File: config.mk
export PLATFORM = sky130hd
export DESIGN_NAME = charbuf_cmd_ctrl_flat
export DESIGN_NICKNAME = d
export VERILOG_FILES = /design/src/rtl/charbuf_cmd_ctrl_if.sv /design/src/rtl/charbuf_cmd_ctrl.sv /design/src/flat_wrapper.sv
export SDC_FILE = /design/constraint.sdc
export NUM_CORES = 1
export LEC_CHECK = 0
export ABC_AREA = 1
export BUFFER_PORTS_ARGS = -buffer_cell sky130_fd_sc_hd__buf_4
export CORE_MARGIN = 5
export CORE_UTILIZATION = 36
export CTS_BUF_LIST = sky130_fd_sc_hd__clkbuf_4
export DETAILED_ROUTE_END_ITERATION = 8
export GPL_ROUTABILITY_DRIVEN = 0
export GPL_TIMING_DRIVEN = 0
export HOLD_SLACK_MARGIN = 0.15
export PLACE_DENSITY = 0.59
export SLEW_MARGIN = 20
export SYNTH_ARGS = -nofsm -noshare
export SYNTH_HDL_FRONTEND = slang
export SYNTH_SLANG_ARGS = --single-unit
File: constraint.sdc
create_clock -name clk20 -period 2.75 [get_ports clk20]
set_clock_uncertainty 0.2 [all_clocks]
set_input_delay 0.825 -clock clk20 [delete_from_list [all_inputs] [get_ports clk20]]
set_output_delay 0.825 -clock clk20 [all_outputs]
set_load 0.05 [all_outputs]
File: src/rtl/charbuf_cmd_ctrl_if.sv
// Byte-stream and buffer-write bundle for charbuf_cmd_ctrl.
//   rx_data/rx_valid/rx_ready : UART byte stream, valid/ready handshake
//   hold                      : refresh sequencer freeze, no buffer write commits while high
//   rnd_color                 : LFSR color sampled when a printable byte is accepted
//   wr_en/wr_addr/wr_char/wr_color : single-entry write to textbuf/colorbuf
//   cursor, busy              : status
// The slave modport is the controller's view; master is the surrounding system.
interface charbuf_cmd_ctrl_if #(
  parameter int ADDR_W = 3
);
  logic [7:0]        rx_data;
  logic              rx_valid;
  logic              rx_ready;
  logic              hold;
  logic [3:0]        rnd_color;
  logic              wr_en;
  logic [ADDR_W-1:0] wr_addr;
  logic [7:0]        wr_char;
  logic [3:0]        wr_color;
  logic [ADDR_W-1:0] cursor;
  logic              busy;

  modport slave (
    input  rx_data, rx_valid, hold, rnd_color,
    output rx_ready, wr_en, wr_addr, wr_char, wr_color, cursor, busy
  );

  modport master (
    output rx_data, rx_valid, hold, rnd_color,
    input  rx_ready, wr_en, wr_addr, wr_char, wr_color, cursor, busy
  );
endinterface

File: src/rtl/charbuf_cmd_ctrl.sv
// Command controller between the UART receiver and the character-matrix
// text/color buffers. Decodes printable bytes and control codes into
// single-cell (char, color) writes at the cursor.
// Ports:
//   clk20 : 20 MHz system clock
//   reset : asynchronous active-high reset
//   bus   : charbuf_cmd_ctrl_if.slave (byte stream in, buffer write out, status)
//
// state     | meaning
// ----------+----------------------------------------------------------
// IDLE      | waiting for a byte; printable/control decode
// ESC_COLOR | next byte's low nibble becomes the current color
// ESC_POS   | next byte sets the cursor if it addresses a valid cell
// WRITE     | one (char, color) write pending, commits when hold is low
// CLEAR     | writing blanks to every cell, one per unheld cycle
module charbuf_cmd_ctrl #(
  parameter int NUM_CHARS = 4,
  parameter int ADDR_W    = 3,
  parameter int RND_CODE  = 15
) (
  input  logic               clk20,
  input  logic               reset,
  charbuf_cmd_ctrl_if.slave  bus
);

  typedef enum logic [2:0] {
    S_IDLE,
    S_ESC_COLOR,
    S_ESC_POS,
    S_WRITE,
    S_CLEAR
  } state_t;

  localparam logic [ADDR_W-1:0] LAST_IDX = ADDR_W'(NUM_CHARS - 1);
  localparam logic [3:0]        RND      = 4'(RND_CODE);

  state_t            state_q, state_d;
  logic [ADDR_W-1:0] cursor_q, cursor_d;
  logic [3:0]        cur_color_q, cur_color_d;
  logic [ADDR_W-1:0] clr_idx_q, clr_idx_d;
  logic [ADDR_W-1:0] wr_addr_q, wr_addr_d;
  logic [7:0]        wr_char_q, wr_char_d;
  logic [3:0]        wr_color_q, wr_color_d;

  logic rx_ready_w;
  logic busy_w;
  logic accept;
  logic commit;

  // Handshake and strobe come straight from the state register so rx_ready
  // never depends on rx_valid, and hold gates the strobe in the same cycle.
  assign rx_ready_w = (state_q == S_IDLE) || (state_q == S_ESC_COLOR) || (state_q == S_ESC_POS);
  assign busy_w     = (state_q == S_WRITE) || (state_q == S_CLEAR);
  assign accept     = bus.rx_valid & rx_ready_w;
  assign commit     = busy_w & ~bus.hold;

  always_comb begin
    state_d     = state_q;
    cursor_d    = cursor_q;
    cur_color_d = cur_color_q;
    clr_idx_d   = clr_idx_q;
    wr_addr_d   = wr_addr_q;
    wr_char_d   = wr_char_q;
    wr_color_d  = wr_color_q;

    case (state_q)
      S_IDLE: begin
        if (accept) begin
          if (bus.rx_data >= 8'h20 && bus.rx_data <= 8'h7E) begin
            wr_addr_d  = cursor_q;
            wr_char_d  = bus.rx_data;
            wr_color_d = (cur_color_q == RND) ? bus.rnd_color : cur_color_q;
            state_d    = S_WRITE;
          end else begin
            case (bus.rx_data)
              8'h0D: cursor_d = '0;
              8'h08: if (cursor_q != '0) cursor_d = cursor_q - ADDR_W'(1);
              8'h1B: state_d = S_ESC_COLOR;
              8'h10: state_d = S_ESC_POS;
              8'h0C: begin
                // The first blank is staged here so CLEAR commits from its first cycle.
                clr_idx_d  = '0;
                wr_addr_d  = '0;
                wr_char_d  = 8'h20;
                wr_color_d = 4'h0;
                state_d    = S_CLEAR;
              end
              default: ;
            endcase
          end
        end
      end

      S_ESC_COLOR: begin
        if (accept) begin
          cur_color_d = bus.rx_data[3:0];
          state_d     = S_IDLE;
        end
      end

      S_ESC_POS: begin
        if (accept) begin
          if ({24'd0, bus.rx_data} < 32'(NUM_CHARS)) cursor_d = bus.rx_data[ADDR_W-1:0];
          state_d = S_IDLE;
        end
      end

      S_WRITE: begin
        if (commit) begin
          cursor_d = (cursor_q == LAST_IDX) ? '0 : cursor_q + ADDR_W'(1);
          state_d  = S_IDLE;
        end
      end

      S_CLEAR: begin
        if (commit) begin
          if (clr_idx_q == LAST_IDX) begin
            cursor_d = '0;
            state_d  = S_IDLE;
          end else begin
            clr_idx_d = clr_idx_q + ADDR_W'(1);
            wr_addr_d = clr_idx_q + ADDR_W'(1);
          end
        end
      end

      default: state_d = S_IDLE;
    endcase
  end

  always_ff @(posedge clk20 or posedge reset) begin
    if (reset) begin
      state_q     <= S_IDLE;
      cursor_q    <= '0;
      cur_color_q <= 4'h1;
      clr_idx_q   <= '0;
      wr_addr_q   <= '0;
      wr_char_q   <= 8'h00;
      wr_color_q  <= 4'h0;
    end else begin
      state_q     <= state_d;
      cursor_q    <= cursor_d;
      cur_color_q <= cur_color_d;
      clr_idx_q   <= clr_idx_d;
      wr_addr_q   <= wr_addr_d;
      wr_char_q   <= wr_char_d;
      wr_color_q  <= wr_color_d;
    end
  end

  assign bus.rx_ready = rx_ready_w;
  assign bus.busy     = busy_w;
  assign bus.wr_en    = commit;
  assign bus.wr_addr  = wr_addr_q;
  assign bus.wr_char  = wr_char_q;
  assign bus.wr_color = wr_color_q;
  assign bus.cursor   = cursor_q;

endmodule

File: src/flat_wrapper.sv
// flat-port wrapper written by rule: the top's interface ports become plain ports
module charbuf_cmd_ctrl_flat 
#(
  parameter int NUM_CHARS = 4,
  parameter int ADDR_W    = 3,
  parameter int RND_CODE  = 15
)
  (clk20, reset, bus_rx_data, bus_rx_valid, bus_hold, bus_rnd_color, bus_rx_ready, bus_wr_en, bus_wr_addr, bus_wr_char, bus_wr_color, bus_cursor, bus_busy);
  charbuf_cmd_ctrl_if #(.ADDR_W(ADDR_W)) bus_i ();
  input  logic clk20;
  input  logic reset;
  input wire logic [$bits(bus_i.rx_data)-1:0] bus_rx_data;
  input wire logic [$bits(bus_i.rx_valid)-1:0] bus_rx_valid;
  input wire logic [$bits(bus_i.hold)-1:0] bus_hold;
  input wire logic [$bits(bus_i.rnd_color)-1:0] bus_rnd_color;
  output wire logic [$bits(bus_i.rx_ready)-1:0] bus_rx_ready;
  output wire logic [$bits(bus_i.wr_en)-1:0] bus_wr_en;
  output wire logic [$bits(bus_i.wr_addr)-1:0] bus_wr_addr;
  output wire logic [$bits(bus_i.wr_char)-1:0] bus_wr_char;
  output wire logic [$bits(bus_i.wr_color)-1:0] bus_wr_color;
  output wire logic [$bits(bus_i.cursor)-1:0] bus_cursor;
  output wire logic [$bits(bus_i.busy)-1:0] bus_busy;
  assign bus_i.rx_data = bus_rx_data;
  assign bus_i.rx_valid = bus_rx_valid;
  assign bus_i.hold = bus_hold;
  assign bus_i.rnd_color = bus_rnd_color;
  assign bus_rx_ready = bus_i.rx_ready;
  assign bus_wr_en = bus_i.wr_en;
  assign bus_wr_addr = bus_i.wr_addr;
  assign bus_wr_char = bus_i.wr_char;
  assign bus_wr_color = bus_i.wr_color;
  assign bus_cursor = bus_i.cursor;
  assign bus_busy = bus_i.busy;
  charbuf_cmd_ctrl #(.NUM_CHARS(NUM_CHARS), .ADDR_W(ADDR_W), .RND_CODE(RND_CODE)) u_core (.clk20(clk20), .reset(reset), .bus(bus_i));
endmodule
# Yosys cells after proc, flatten, opt, wreduce, memory -nomap -nowiden
# Index checks and enable logic that the tools add are counted.
[word_totals] out_inout_bits=21 ff_bits=28 word_cells=89
[classes] n_mux=31 n_addsub=3 n_bitwise=3 magnitude_cmp=3 reduce_logical=16 n_eq_ne=26
[ops] operator="3-bit 2-to-1 mux" count=20
[ops] operator="8-bit by 4-bit equality test with 1-bit output, second input constant" count=3
[ops] operator="3-bit case mux with 4 select lines" count=2
[ops] operator="3-bit case mux with 2 select lines" count=3
[ops] operator="8-bit by 5-bit equality test with 1-bit output, second input constant" count=2
[ops] operator="8-bit 2-to-1 mux" count=2
[ops] operator="2-bit != test, second input constant" count=7
[ops] operator="3-bit by 2-bit equality test with 1-bit output, second input constant" count=4
[ops] operator="4-bit 2-to-1 mux" count=3
[ops] operator="6-bit AND reduction" count=2
[ops] operator="10-bit AND reduction" count=1
[ops] operator="3-bit != test, second input constant" count=3
[ops] operator="3-bit case mux with 3 select lines" count=1
[ops] operator="8-bit by 6-bit greater-or-equal comparator with 1-bit output, second input constant" count=1
[ops] operator="8-bit by 7-bit less-or-equal comparator with 1-bit output, second input constant" count=1
[ops] operator="8-bit by 3-bit < comparator with 1-bit output, second input constant" count=1
[ops] operator="3-bit by 1-bit adder with 3-bit output, second input constant" count=2
[ops] operator="2-bit by 1-bit != test with 1-bit output, second input constant" count=3
[ops] operator="5-bit != test, second input constant" count=1
[ops] operator="5-bit AND reduction" count=1
[ops] operator="4-bit equality test, second input constant" count=1
[ops] operator="2-bit nonzero test" count=2
[ops] operator="4-bit nonzero test" count=1
[ops] operator="3-bit by 1-bit equality test with 1-bit output, second input constant" count=1
[ops] operator="11 further kinds" count=14

# Depth between registers and ports, before layout
# Gate-level depths: netlist of run 1.
[depth] ltp_word=6 depth_mapped=10 mapped_depth_nobuf=10

# Worst setup path after synthesis of run 1
# No wires, ideal clock.
[synth_timing] kind="input to output" startpoint="input bus_hold" endpoint="output bus_wr_en" path_buffers=0 stages=1 required_ps=1725 arrival_time_ps=1585 path_slack_ps=140 cell_sequence="a21oi_1"
[synth_between] elab_chain_cells=2
[synth_rtl] element="start, declared" line="flat_wrapper.sv:14" rtl="input wire logic [$bits(bus_i.hold)-1:0] bus_hold;"
[synth_rtl] element="1-bit NOT" line="charbuf_cmd_ctrl.sv:55" rtl="assign commit = busy_w & ~bus.hold;"
[synth_rtl] element="1-bit bitwise AND" line="charbuf_cmd_ctrl.sv:55"
[synth_rtl] element="end, declared" line="flat_wrapper.sv:17" rtl="output wire logic [$bits(bus_i.wr_en)-1:0] bus_wr_en;"
# Every way passes these cells.

# Worst setup path in the final report of run 1
[layout_timing] startpoint="register u_core.state_q[1]" endpoint="output bus_wr_en"
[layout_between] elab_chain_cells=3
[layout_rtl] element="start, declared" line="charbuf_cmd_ctrl.sv:37" rtl="state_t state_q, state_d;"
[layout_rtl] element="start signal, assigned" line="charbuf_cmd_ctrl.sv:141" rtl="state_q <= state_d;"
[layout_rtl] element="3-bit by 2-bit equality test with 1-bit output / 3-bit equality test (equally long branches)" line="charbuf_cmd_ctrl.sv:53" rtl="assign busy_w = (state_q == S_WRITE) || (state_q == S_CLEAR);"
[layout_rtl] element="1-bit logical OR *" line="charbuf_cmd_ctrl.sv:53"
[layout_rtl] element="1-bit bitwise AND *" line="charbuf_cmd_ctrl.sv:55"
# Mark *: on every way between the ends. The rest lies on a longest branch, timed or not.

==> results of run 1 <==
## kinds of logic after synthesis
logic type               count (synthesis)  share of synthesized area (%)
buffers and inverters                   33                           7.76
XOR/XNOR                                 1                          0.481
AO/OA/AOI/OAI                           38                           13.2
flip-flops                              28                           38.5
AND/OR/NAND/NOR                        132                           36.6
adder cells (fa/ha/maj)                  5                           3.43
## cells in the final DEF, fill, tap and decap left out, types with 2 or more instances in the layout
master	synthesis	routed
a21oi_1	7	7
nand2_4	3	3
clkbuf_4	0	3
dfrtp_1	27	26
o21ai_1	6	6
nand4_1	2	2
o21a_1	3	3
nand3_2	3	3
o21ai_2	2	2
nor2_2	4	4
ha_1	5	5
nand2_2	8	8
nand3_1	16	16
inv_1	28	27
o311ai_0	4	4
buf_4	0	36
nor2_1	18	18
o21bai_1	3	3
nor2_4	5	5
inv_2	2	3
o21ai_0	11	11
nand2_1	65	65
nor3_1	3	3
or2_2	2	2
buf_6	2	2
## power groups by stage
stage	registers (W)	logic (W)	clock network, W
floorplan	0.00108	0.000771	0
global placement	0.000727	0.00150	0
detailed placement	0.000732	0.00151	0
CTS	0.000722	0.00151	0.000182
global route	0.000745	0.00164	0.000205
finish	0.000721	0.00149	0.000180
## final timing paths
check	from	cells past startpoint	to
worst max register to register	u_core.bus.cursor[0]	9	u_core.bus.cursor[1]
max in group asynchronous	reset	2	u_core.state_q[1]
worst min register to register	u_core.bus.wr_color[2]	2	u_core.bus.wr_color[2]
worst min-delay path	u_core.bus.wr_color[2]	2	u_core.bus.wr_color[2]
worst max-delay path	u_core.state_q[1]	4	bus_wr_en
min in group asynchronous	reset	2	u_core.state_q[2]
## what timing repair did
action	in CTS	in global routing
hold buffers	0	0
endpoints found under the setup margin	0	1
gates resized for setup	0	1
## state kept, by name, summed over array words and instances (netlist names)
name	cells
u_core.bus.cursor	3
u_core.bus.wr_addr	3
u_core.bus.wr_char	8
u_core.bus.wr_color	4
u_core.clr_idx_q	3
u_core.cur_color_q	4
u_core.state_q	3
## worst register-to-register path, stage by stage (launching register included)
cell	delay, ps
dfrtp_1	430
inv_1	120
ha_1	210
inv_1	60
nor2_1	50
nand3_1	80
nand3_1	110
a21boi_0	300
nand3_1	150
nand2_1	100
## routing by layer
layer | global-route usage, % | part of all wire [%] | routed length (um) | up-vias
met1 | 18.1 | 50 | 2020 | 722
met2 | 21.7 | 43 | 1720 | 34
met3 | 2.66 | 5.3 | 213 | 7
met4 | 4.22 | 1.4 | 55 | 0
met5 | 0 | 0 | 0 | -
li1 | - | - | - | 844
## per-stage QoR
stage	cells	setup WS [ps]	area, sq um	hold slack [ps]
after global routing	347	29.1	2210	323
after floorplan	237	140	1820	259
after global placement	343	440	2180	264
after detailed placement	343	445	2180	268
final	347	199	2210	300
after CTS	347	150	2210	305
## area by class of cell
| class | instances | area (sq um) | share of cell area (%) |
|---|---|---|---|
| inverters | 31 | 119 | 5.38 |
| clock inverters | 1 | 3.75 | 0.170 |
| clock buffers | 3 | 22.5 | 1.02 |
| repair buffers | 36 | 270 | 12.2 |
| plain buffers | 2 | 22.5 | 1.02 |
| well taps | 70 | 87.6 | 3.97 |
| multi-input cells | 176 | 980 | 44.4 |
| flip-flops and latches | 28 | 703 | 31.8 |
==> metrics.yaml, run 1 <==
finish.utilization_pct: 44.1
postRouteAntennaNets: 0
reg2reg_slack_ps: 910
grt_pass1_wl_um: 6990
syn-cell-area_sq_um: 1820
postCtsSetupBuffers: 0
finalSetupTns_ps: 0
via_per_inst: 4.63
cp-end-kind: "output pin"
crit_family: "flip-flops"
globalRouteTotalUtil_pct: 13.4
synth_common_cells: "65 x nand2_1, 28 x inv_1, 27 x dfrtp_1"
crit_type: "flop to output pin"
cts_buffer_depth: 2
synthArstFlopShare_pct: 100
ys_seq_area_share_pct: 38.5
cts-root-buf: "clkbuf_4"
htreeDepth: 1
area.growth.synth_to_final_pct: 21.1
yosys-top-cells-area: "dfrtp_1 37%, nand2_1 13%, inv_1 5.8%"
hold_viol: 0
outcome: "finished clean"
synth.top_cell.area_share_pct: 37.1
maxCapViolCount: 0
relSlewSlack_pct: 60.0
wire_per_inst_um: 11.5
antenna_found_initial: 0
pwr-share-seq_pct: 30.1
port-buffer-count: 36
timing.final.crit_share_pct: 92.8
ys_ff_latch: 28
cp-start-kind: "flop"
drt_iter0_drc: 40
yosys.cell_count.top_type: "nand2_1"
peakVddDrop_v: 0.000447
yosysTopAreaCell: "dfrtp_1"
cp_num_buf_inv: 1
ys_types: 31
drive_above_1_share_pct: 27.8
drv_slew: 0
period_minus_slack_ps: 2550
total_power_w: 0.00240
grt_max_degree: 29
sw_frac_of_total_pct: 53.6
worstPathArrival_ps: 1530
cts_made_buffers: 3
fp.dieH_um: 81.2
slowest_stage: "dfrtp_2"
cts_sinks: 28
finalSetupViolations: 0
path_cells: "nor2_2 > nand2_4 > a21oi_1 > buf_4"
synth_warnings: 0
required_ps: 1730
drc: 0
fill_cells: 546
nNetsFinal: 299
n_antenna_cell: 0
avgSynthCellArea_sq_um: 7.69
hp-class: "flop to flop"
coreArea_sq_um: 5010
combPwrFrac_pct: 62.4
tightest_slew_ps: 600
num_vias: 1607
floorplan.initialDensity_pct: 36.4
syn_inst: 237
dp_hpwl_um: 3280
placementRows: 26
p_clk_share_pct: 7.5
critPathMaxStageDelay_ps: 510
die_w_um: 81.2
grt-ovfl-total: 0
rsz0062_at_grt: "no"
power_density_nw_per_um2: 1080
p_sw_w: 0.00128
crit_fanout: 10
grt_pass1_vias: 1537
ys.flop_type: "dfrtp_1"
p_leak_nw: 1.13
die_area_sq_um: 6590
pin_count: 37
drtPass1Iterations: 4
cts_tree: "done"
routed_wl_um: 4010
max_freq_ghz: 0.392
clock_latency_ps: 340
p_int_w: 0.00111
synth_edf_count: 0
clkSlewWorstSetupHoldPaths_ps: 160
syn-num-nets: 258
Note: power is estimated with default switching activity, not from simulation.
==> run 2: changes to the inputs <==
--- a/config.mk
+++ b/config.mk
@@ -15,6 +15,7 @@
 export GPL_TIMING_DRIVEN = 0
 export HOLD_SLACK_MARGIN = 0.15
 export PLACE_DENSITY = 0.59
+export RECOVER_POWER = 100
 export SLEW_MARGIN = 20
 export SYNTH_ARGS = -nofsm -noshare
 export SYNTH_HDL_FRONTEND = slang
==> metrics.yaml, run 2 (synthesis gave the netlist of run 1 again) <==
outcome: "finished clean"
cp.depth: 4
grt_pass1_wl_um: 6990
maxCapViolCount: 0
most-common-layout-cells: "68 x nand2_1, 28 x inv_1, 26 x dfrtp_1, 21 x clkbuf_1, 20 x nor2_1"
globalRouteTotalUtil_pct: 13.4
drtPass1Iterations: 4
routed_wl_um: 4030
tightest_slew_ps: 1080
path_cells: "nor2_2 > nand2_4 > a21oi_1 > buf_4"
relSlewSlack_pct: 27.8
cp-end-kind: "output pin"
r2r_start: "u_core.state_q[0]"
r2r-end: "u_core.bus.wr_char[2]"
cp-start-kind: "flop"
crit_family: "flip-flops"
drc: 0
dp_hpwl_um: 3280
post-place-ws_ps: 445
max_freq_ghz: 0.392
peakVddDrop_v: 0.000438
clkSlewWorstSetupHoldPaths_ps: 160
port-buffer-count: 36
slowest_stage: "dfrtp_2"
p_leak_nw: 1.05
drive_above_1_share_pct: 17.3
worst_slack_ps: 196
die_area_sq_um: 6590
fp.dieH_um: 81.2
cts_sinks: 28
nNetsFinal: 299
placementRows: 26
n_antenna_cell: 0
hold_viol: 0
grt_max_degree: 29
fill_cells: 576
largest_reg_flops: 8
num_vias: 1605
cts-root-buf: "clkbuf_4"
die_w_um: 81.2
crit_start: "u_core.state_q[1]"
worstPathArrival_ps: 1530
critPathMaxStageDelay_ps: 510
cts_tree: "done"
finalSetupViolations: 0
crit_fanout: 10
finalSetupTns_ps: 0
area.growth.synth_to_final_pct: 15.0
clock_latency_ps: 340
final_common_cell: "nand2_1"
drv_slew: 0
floorplan.initialDensity_pct: 36.4
period_minus_slack_ps: 2550
grt-ovfl-total: 0
rsz0062_at_grt: "no"
drt_iter0_drc: 39
reg2reg_depth: 8
coreArea_sq_um: 5010
cts_buffer_depth: 2
reg2reg_slack_ps: 900
cp_num_buf_inv: 1
htreeDepth: 1
via_per_inst: 4.63
critPathCapture: "bus_wr_en"
timing.final.crit_share_pct: 92.9
finish.utilization_pct: 41.8
pin_count: 37
required_ps: 1730
grt_pass1_vias: 1537
crit_type: "flop to output pin"
power_density_nw_per_um2: 1080
postRouteAntennaNets: 0
hp-class: "flop to flop"
wire_per_inst_um: 11.6
cts_made_buffers: 3
antenna_found_initial: 0
-- run 2: changes by cell type in the layout (fill, tap and decap cells not counted), moves of 3 or more --
cell	delta
buf_4	-23
clkbuf_1	+21
nand2_1	+3
nand2_2	-3
o21ai_0	+3
o21ai_1	-3
-- run 2: where the power goes --
group          internal (W)  switching [W]
Combinational      0.000363        0.00100
Clock             0.0000534       0.000127
Sequential         0.000584       0.000135
Total               0.00100        0.00127
-- run 2: through the flow --
step	power (W)	instances	cell area, sq um	hold slack [ps]
after floorplan	0.00185	237	1820	259
after global placement	0.00223	343	2180	264
after detailed placement	0.00224	343	2180	268
after CTS	0.00242	347	2210	305
after global routing	0.00246	347	2100	318
final	0.00227	347	2100	297
-- run 2: worst min path at each step --
stage	from	endpoint	slack [ps]	cells after the start
after floorplan	u_core.clr_idx_q[2]	u_core.clr_idx_q[2]	260	2
after global placement	u_core.bus.wr_color[2]	u_core.bus.wr_color[2]	260	2
after detailed placement	u_core.bus.wr_color[2]	u_core.bus.wr_color[2]	270	2
after CTS	u_core.bus.wr_color[1]	u_core.bus.wr_color[1]	300	2
after global routing	u_core.bus.wr_char[5]	u_core.bus.wr_char[5]	320	2
final	u_core.bus.wr_color[1]	u_core.bus.wr_color[1]	300	2
-- run 2: final cells by class --
class                           instances  area [sq um]  share of cell area (%)
Clock inverter                          1          3.75                   0.179
Clock buffer                            3          22.5                    1.07
Tap cell                               70          87.6                    4.18
Inverter                               31           119                    5.67
Timing Repair Buffer                   36           193                    9.19
Buffer                                  2          15.0                   0.716
Multi-Input combinational cell        176           952                    45.4
Sequential cell                        28           703                    33.6
-- run 2: metal layers --
layer,share of wire (%),GRT usage [%]
met5,0,0
met4,1.4,4.22
met3,6.1,2.66
met2,43,21.7
met1,50,18.1
-- run 2: worst min-delay path, cell delays in order (launching register included) --
cell and delay [ps]:
dfrtp_1 370, nand2_1 50, nand2_1 50
-- run 2: what timing repair did --
action / CTS / global route
endpoints found under the setup margin: 0 / 1
gates resized for setup: 0 / 1
buffers inserted: 0 / 0
hold buffers: 0 / 0
==> run 3: changes to the inputs <==
--- a/config.mk
+++ b/config.mk
@@ -8,13 +8,13 @@
 export ABC_AREA = 1
 export BUFFER_PORTS_ARGS = -buffer_cell sky130_fd_sc_hd__buf_4
 export CORE_MARGIN = 5
-export CORE_UTILIZATION = 36
+export CORE_UTILIZATION = 30
 export CTS_BUF_LIST = sky130_fd_sc_hd__clkbuf_4
 export DETAILED_ROUTE_END_ITERATION = 8
 export GPL_ROUTABILITY_DRIVEN = 0
 export GPL_TIMING_DRIVEN = 0
 export HOLD_SLACK_MARGIN = 0.15
-export PLACE_DENSITY = 0.59
+export PLACE_DENSITY = 0.52
 export RECOVER_POWER = 100
 export SLEW_MARGIN = 20
 export SYNTH_ARGS = -nofsm -noshare
==> metrics.yaml, run 3 (synthesis gave the netlist of run 1 again) <==
antenna_found_initial: 0
finalSetupViolations: 0
drive_above_1_share_pct: 18.1
htreeDepth: 1
max_freq_ghz: 0.383
cts_buffer_depth: 2
nNetsFinal: 299
timing.final.crit_share_pct: 95.0
cp-end-kind: "output pin"
multi_input_area_sq_um: 962
grt-ovfl-total: 0
required_ps: 1730
cts_made_buffers: 3
post-place-cells: 348
die_area_sq_um: 7740
cts_sinks: 28
place_area_sq_um: 2190
p_clk_share_pct: 11.6
clock_latency_ps: 340
layout.cells.non_filler: 352
crit_fanout: 10
largest_reg_flops: 8
coreArea_sq_um: 5920
num_vias: 1612
grt_pass1_vias: 1640
worstHoldEndpoint: "u_core.bus.wr_color[1]"
routed_wl_um: 4340
critPathMaxStageDelay_ps: 510
post_cts_resized: 0
relSlewSlack_pct: 28.5
grt_pass1_wl_um: 7460
p_leak_nw: 1.06
rsz0062_at_grt: "no"
via_per_inst: 4.58
drc: 0
r2r_start: "u_core.state_q[1]"
total_power_w: 0.00238
drtPass1Iterations: 4
fin_area_sq_um: 2140
p_int_w: 0.00110
floorplan.initialDensity_pct: 30.8
drt_iter0_drc: 68
reg2reg_depth: 7
pin_count: 37
period_minus_slack_ps: 2610
hp-class: "flop to flop"
grt_max_degree: 29
crit_type: "flop to output pin"
dp_hpwl_um: 3520
postRouteAntennaNets: 0
worstPathArrival_ps: 1590
path_cells: "nor2_2 > nand2_4 > a21oi_1 > buf_4"
outcome: "finished clean"
combPwrFrac_pct: 58.1
cp-start-kind: "flop"
die_w_um: 88.0
peakVddDrop_v: 0.000423
r2r-end: "u_core.bus.wr_char[3]"
pwr-share-seq_pct: 30.2
drv_slew: 0
maxCapViolCount: 0
worstHoldStart: "u_core.bus.wr_color[1]"
cts_hold_buf: 0
power_density_nw_per_um2: 1110
placementRows: 28
globalRouteTotalUtil_pct: 12.3
final_common_cell: "nand2_1"
area.growth.synth_to_final_pct: 17.4
n_antenna_cell: 0
fp.dieH_um: 88.0
reg2reg_slack_ps: 880
hold_viol: 0
holdPathStages: 2
most-common-layout-cells: "67 x nand2_1, 29 x inv_1, 27 x dfrtp_1, 20 x clkbuf_1, 19 x nor2_1"
fill_cells: 659
port-buffer-count: 36
sw_frac_of_total_pct: 53.9
seq_area_sq_um: 702
postCtsSetupBuffers: 0
slowest_stage: "dfrtp_1"
wire_per_inst_um: 12.3
clkSlewWorstSetupHoldPaths_ps: 160
p_sw_w: 0.00129
cts-root-buf: "clkbuf_4"
tightest_slew_ps: 1070
finalSetupTns_ps: 0
cts_tree: "done"
[run 3: stage by stage]
stage          hold WS (ps)  util [%]  setup slack (ps)
6_report                301      36.2               138
5_1_grt                 323      36.2              20.4
4_1_cts                 314      37.8               123
3_5_place_dp            274      36.9               424
3_3_place_gp            265      36.9               434
2_1_floorplan           259         -               140
[run 3: worst max path at each step]
stage          cells after the start                     to               from
5_1_grt                            4              bus_wr_en  u_core.state_q[1]
6_report                           4              bus_wr_en  u_core.state_q[1]
4_1_cts                            4              bus_wr_en  u_core.state_q[1]
3_3_place_gp                      10  u_core.bus.wr_char[1]     bus_rx_data[1]
2_1_floorplan                      1              bus_wr_en           bus_hold
3_5_place_dp                      10  u_core.bus.wr_char[3]     bus_rx_data[1]
[run 3: area by class of cell]
type	count	area share (%)
clock inverter	1	1.40
sequential	28	32.8
inverter	31	5.55
buffer	2	0.701
timing repair buffer	36	9.18
tap	75	4.38
multi-input combinational	176	44.9
clock buffer	3	1.05
[run 3: worst max-delay path, delay by kind of cell (launching register included)]
family / cells / cell delay, ps
compound gates: 1 / 170
simple gates: 2 / 350
buf+inv: 1 / 220
flops: 1 / 510
[run 3: power by group through the flow]
stage                     clock, W  combinational (W)  sequential, W
after floorplan                  0           0.000771        0.00108
after global placement           0            0.00152       0.000727
after detailed placement         0            0.00152       0.000737
after CTS                 0.000290            0.00153       0.000727
after global routing      0.000310            0.00154       0.000749
final                     0.000278            0.00139       0.000720
[run 3: layer usage]
| layer | global-route usage, % | wire length (um) | share of wire (%) | up-vias |
|---|---|---|---|---|
| met5 | 0 | 0 | 0 | - |
| met4 | 4.18 | 63 | 1.5 | 0 |
| met3 | 1.98 | 209 | 4.8 | 5 |
| met2 | 21.5 | 2030 | 47 | 30 |
| met1 | 15.3 | 2040 | 47 | 736 |
| li1 | - | - | - | 841 |
